### src/rtl/rect_fill_drawer.sv
// Rectangle fill engine feeding a 160x120 vga_adapter.
// On an accepted start it latches the rectangle, clips it to the screen and
// emits one plot per clock in raster order, then raises a one-cycle done.
module rect_fill_drawer #(
    parameter int X_RES = 160,
    parameter int Y_RES = 120,
    parameter int XW    = 8,
    parameter int YW    = 7,
    parameter int CW    = 3
) (
    input  logic          clock,
    input  logic          resetn,
    input  logic          start,
    input  logic [XW-1:0] x0,
    input  logic [YW-1:0] y0,
    input  logic [XW-1:0] width,
    input  logic [YW-1:0] height,
    input  logic [CW-1:0] colour_in,
    output logic [XW-1:0] x,
    output logic [YW-1:0] y,
    output logic [CW-1:0] colour,
    output logic          plot,
    output logic          busy,
    output logic          done
);

    localparam logic [1:0] S_IDLE = 2'd0;
    localparam logic [1:0] S_DRAW = 2'd1;
    localparam logic [1:0] S_FIN  = 2'd2;

    localparam logic [XW-1:0] X_MAX = XW'(X_RES - 1);
    localparam logic [YW-1:0] Y_MAX = YW'(Y_RES - 1);
    localparam logic [XW:0]   X_LIM = (XW+1)'(X_RES);
    localparam logic [YW:0]   Y_LIM = (YW+1)'(Y_RES);

    logic [1:0]    state_q, state_d;
    logic [XW-1:0] x_q, x_d;
    logic [YW-1:0] y_q, y_d;
    logic [XW-1:0] xs_q, xs_d;     // left column, reload value for each row
    logic [XW-1:0] xe_q, xe_d;     // clipped right column
    logic [YW-1:0] ye_q, ye_d;     // clipped bottom row
    logic [CW-1:0] colour_q, colour_d;
    logic          plot_q, plot_d;
    logic          busy_q, busy_d;
    logic          done_q, done_d;

    logic [XW:0]   x_sum_s;
    logic [YW:0]   y_sum_s;
    logic [XW-1:0] xe_s;
    logic [YW-1:0] ye_s;
    logic          empty_s;

    // Clipped end coordinates and empty/off-screen detection from the live inputs
    always_comb begin
        // one extra bit so x0+width-1 cannot wrap before clipping
        x_sum_s = {1'b0, x0} + {1'b0, width} - {{XW{1'b0}}, 1'b1};
        y_sum_s = {1'b0, y0} + {1'b0, height} - {{YW{1'b0}}, 1'b1};
        if (x_sum_s > {1'b0, X_MAX}) begin
            xe_s = X_MAX;
        end else begin
            xe_s = x_sum_s[XW-1:0];
        end
        if (y_sum_s > {1'b0, Y_MAX}) begin
            ye_s = Y_MAX;
        end else begin
            ye_s = y_sum_s[YW-1:0];
        end
        empty_s = (width == {XW{1'b0}}) || (height == {YW{1'b0}}) ||
                  ({1'b0, x0} >= X_LIM) || ({1'b0, y0} >= Y_LIM);
    end

    // Next-state logic: raster walk over the latched rectangle
    always_comb begin
        state_d  = state_q;
        x_d      = x_q;
        y_d      = y_q;
        xs_d     = xs_q;
        xe_d     = xe_q;
        ye_d     = ye_q;
        colour_d = colour_q;
        plot_d   = 1'b0;
        busy_d   = busy_q;
        done_d   = 1'b0;
        case (state_q)
            S_IDLE: begin
                busy_d = 1'b0;
                if (start) begin
                    busy_d = 1'b1;
                    if (empty_s) begin
                        // nothing to draw; FIN adds the cycle before done
                        state_d = S_FIN;
                    end else begin
                        // first pixel is presented right away so it lands the
                        // cycle after start is sampled
                        state_d  = S_DRAW;
                        xs_d     = x0;
                        xe_d     = xe_s;
                        ye_d     = ye_s;
                        x_d      = x0;
                        y_d      = y0;
                        colour_d = colour_in;
                        plot_d   = 1'b1;
                    end
                end else begin
                    state_d = S_IDLE;
                end
            end
            S_DRAW: begin
                if (x_q == xe_q) begin
                    if (y_q == ye_q) begin
                        state_d = S_FIN;
                        done_d  = 1'b1;
                    end else begin
                        x_d    = xs_q;
                        y_d    = y_q + {{(YW-1){1'b0}}, 1'b1};
                        plot_d = 1'b1;
                    end
                end else begin
                    x_d    = x_q + {{(XW-1){1'b0}}, 1'b1};
                    plot_d = 1'b1;
                end
            end
            S_FIN: begin
                if (done_q) begin
                    state_d = S_IDLE;
                    busy_d  = 1'b0;
                end else begin
                    done_d = 1'b1;
                end
            end
            default: begin
                state_d = S_IDLE;
                busy_d  = 1'b0;
            end
        endcase
    end

    // State and output registers; reset aborts any draw without a done
    always_ff @(posedge clock or negedge resetn) begin
        if (!resetn) begin
            state_q  <= S_IDLE;
            x_q      <= {XW{1'b0}};
            y_q      <= {YW{1'b0}};
            xs_q     <= {XW{1'b0}};
            xe_q     <= {XW{1'b0}};
            ye_q     <= {YW{1'b0}};
            colour_q <= {CW{1'b0}};
            plot_q   <= 1'b0;
            busy_q   <= 1'b0;
            done_q   <= 1'b0;
        end else begin
            state_q  <= state_d;
            x_q      <= x_d;
            y_q      <= y_d;
            xs_q     <= xs_d;
            xe_q     <= xe_d;
            ye_q     <= ye_d;
            colour_q <= colour_d;
            plot_q   <= plot_d;
            busy_q   <= busy_d;
            done_q   <= done_d;
        end
    end

    assign x      = x_q;
    assign y      = y_q;
    assign colour = colour_q;
    assign plot   = plot_q;
    assign busy   = busy_q;
    assign done   = done_q;

endmodule
### config.mk
export PLATFORM = sky130hd
export DESIGN_NAME = rect_fill_drawer
export DESIGN_NICKNAME = d
export VERILOG_FILES = /design/src/rtl/rect_fill_drawer.sv
export SDC_FILE = /design/constraint.sdc
export NUM_CORES = 1
export LEC_CHECK = 0
export BUFFER_PORTS_ARGS = -buffer_cell sky130_fd_sc_hd__buf_2
export CAP_MARGIN = 20
export CORE_MARGIN = 5
export CORE_UTILIZATION = 30
export CTS_CLUSTER_DIAMETER = 60
export DETAILED_ROUTE_END_ITERATION = 8
export PLACE_DENSITY = 0.49
export RECOVER_POWER = 100
export SYNTH_ARGS = -nofsm -noshare
export SYNTH_HDL_FRONTEND = slang
export SYNTH_SLANG_ARGS = --single-unit
### constraint.sdc
create_clock -name clock -period 3.8 [get_ports clock]
set_input_delay 0.57 -clock clock [delete_from_list [all_inputs] [get_ports clock]]
set_output_delay 0.57 -clock clock [all_outputs]
set_load 0.02 [all_outputs]
==> reports/results.tsv <==
metric	value	unit
reg2reg_depth	7	
path_buf_inv	2	
p_switching	0.315	mW
critical_path_class	in -> reg	
synth_edf_count	0	
rsz0062_at_grt	no	
routabilityCongestion	0.823	
critPathTopFamily	simple AND/OR/NAND/NOR gates	
synth_ff_type	dfrtp_1	
fp.dieH	119	um
fmax	340	MHz
wirelength	8900	um
grt_max_degree	47	
setup_tns	0	ns
tightest_slew	1.59	ns
internal-power	0.893	mW
synth_area	0.00353	mm2
synth_cell_types	57	
cts_buffers	5	
crit_top_cell	or4_1	
drc	0	
synth_warnings	0	
synthArstFlopShare	100	%
ir_drop	0.154	mV
pwr-share-clk	41.3	%
p_seq_share	40.5	%
die_w	119	um
hold_viol_final	0	
slew_headroom	-5.98	%
avgRoutedWirePerCell	14.6	um
critPathLaunchType	input port	
ys_seq_elements	46	
rows	39	
final_net_count	538	
clk_path_buf_depth	2	
syn-num-nets	484	
drt.antenna.violating_nets	0	
setup_violations	0	
dp_hpwl	7070	um
switching_share	26.1	%
drtPass1Iterations	4	
rrSetupSlack	0.92	ns
violations	capacitance limit, slew limit	
end_kind	flop	
arrival	3.06	ns
period_minus_slack	2.95	ns
p_leak	2.14	nW
die_area	0.0141	mm2
clkTransAtPathRegs	0.06	ns
via_per_inst	4.89	
post_cts_buffers	0	
io_buffers	56	
cts_num_sinks	46	
start_util	30.8	%
max_stage_delay	0.80	ns
yosysTopAreaCellShare	32.6	%
synth_common_cells	74 x inv_1, 48 x nand2_1, 46 x dfrtp_1, 33 x ha_1, 21 x xor2_1	
drive_gt1_share	11.8	%
grt_pass1_wl	15000	um
clk_root_buffer_cell	clkbuf_16	
outcome	finished, violations left	
top_usage_layer	met2	
fillerInstances	1222	
fin_skew	0.00673	ns
track_usage	12.8	%
io_pins	57	
cts_tree	built	
crit_fanout	23	
regArea	0.00115	mm2
ctsResizeCount	0	
synth_most_common_cell	inv_1	
worst_path_max_delay_cell	clkbuf_1	
p_per_area	295	mW/mm2
hold_buffers	0	
critPathLaunch	width[3]	
min_period_over_period	77.5	%
diodes	0	
worstPathCellList	buf_2 -> or4_1 -> nor2_1 -> or4_1 -> clkbuf_1 -> mux2i_1	
grt_use_met2	19.7	%
synth_top_area_cell	dfrtp_1	
initialDrtViolationCount	105	
met3_usage	1.91	%
reg2reg_to	x[1]$_DFFE_PN0P_	
ys_top_cells_by_area	dfrtp_1 33%, ha_1 12%, inv_1 7.9%, xor2_1 5.2%, nand2_1 5.1%	
max_cap_violations	1	
required	3.91	ns
hold_class	in -> async	
insertion_delay	0.29	ns
syn_to_final_growth	15.8	%
core	0.0115	mm2
pwr-share-comb	18.2	%
synthCells	413	
multi_input_area	0.00203	mm2
num_vias	2990	
grt_pass1_vias	2950	
met1_usage	19.0	%
htreeDepth	2	
power.total	1.21	mW
slew_violations	30	
antenna_found_initial	0	
ys_seq_area_share	32.6	%
grt_overflow	0	
worstReg2RegStart	state_q[0]$_DFFE_PN0P_	
avgSynthCellArea	8.56	um2
## through the flow
step | setup WS [ns] | util (%) | hold slack [ns] | area, um2 | cells
2_1_floorplan | 1.03 | - | 0.274 | 3530 | 413
3_3_place_gp | 0.693 | 34.5 | 0.453 | 3960 | 601
3_5_place_dp | 0.683 | 34.5 | 0.466 | 3960 | 601
4_1_cts | 0.820 | 36.0 | 0.462 | 4130 | 609
5_1_grt | 0.580 | 35.7 | 0.477 | 4090 | 611
6_report | 0.855 | 35.7 | 0.433 | 4090 | 611
## layout by cell type, fill, tap and decap left out, types with 2 or more instances in the layout
master	n
a211oi_1	4
a21o_1	3
a21oi_1	13
a22o_1	2
a31oi_1	3
and3_1	4
buf_2	31
buf_4	4
clkbuf_1	29
clkbuf_16	5
dfrtp_1	46
fa_1	2
ha_1	33
inv_1	74
mux2_2	3
mux2i_1	6
nand2_1	48
nand3_1	14
nand4_1	2
nor2_1	20
nor2b_1	4
nor3_1	2
nor4_1	6
o211a_1	2
o211ai_1	8
o21a_1	2
o21ai_0	16
o221a_2	3
o221ai_1	2
o22a_1	11
o22ai_1	3
o31ai_1	5
or4_1	3
xnor2_1	10
xor2_1	21
## worst max path at each step
stage / to / slack (ns) / cells after the start
floorplan: ye_q[2]$_DFFE_PN0P_ / 1.03 / 11
global placement: ye_q[2]$_DFFE_PN0P_ / 0.69 / 12
detailed placement: ye_q[0]$_DFFE_PN0P_ / 0.68 / 12
CTS: x[1]$_DFFE_PN0P_ / 0.82 / 6
global route: state_q[0]$_DFFE_PN0P_ / 0.58 / 6
finish: state_q[0]$_DFFE_PN0P_ / 0.85 / 6
## registers in the layout, indices dropped and copies added (netlist names), 2 cells and up
register / flops
state_q: 2
ye_q: 7
xe_q: 8
xs_q: 8
y: 7
colour: 3
x: 8
## layout make-up
class                   count  area share (%)
multi-input cells         277            49.6
repair buffers             63            7.09
clock inverters             2           0.917
clock buffers               6            3.15
inverters                  74            6.79
well taps                 143            4.37
flip-flops and latches     46            28.1
## routing by layer
metal  up-vias  part of all wire, %
met5         -                    0
met4         0                 0.65
met3         4                  2.3
met2        52                   45
met1      1410                   52
li1       1524                    -
## power by group through the flow
stage / registers [mW] / clock network (mW) / logic (mW)
global route: 0.489 / 0.536 / 0.256
CTS: 0.489 / 0.516 / 0.225
floorplan: 0.499 / 0 / 0.152
finish: 0.490 / 0.499 / 0.220
detailed placement: 0.499 / 0 / 0.223
global placement: 0.499 / 0 / 0.220
## kinds of logic (layout without fill, tap and decap cells)
logic type | count (synthesis) | count (layout) | share of synthesized area (%)
AOI/OAI and AO/OA | 90 | 90 | 18.9
xor gates and xnor gates | 31 | 31 | 7.68
and+or+nand+nor | 112 | 112 | 15.4
adders and majority gates | 35 | 35 | 12.8
muxes | 9 | 9 | 2.65
buffers and inverters | 90 | 145 | 10.0
DFF | 46 | 46 | 32.6
(Power assumes the default switching activity.)
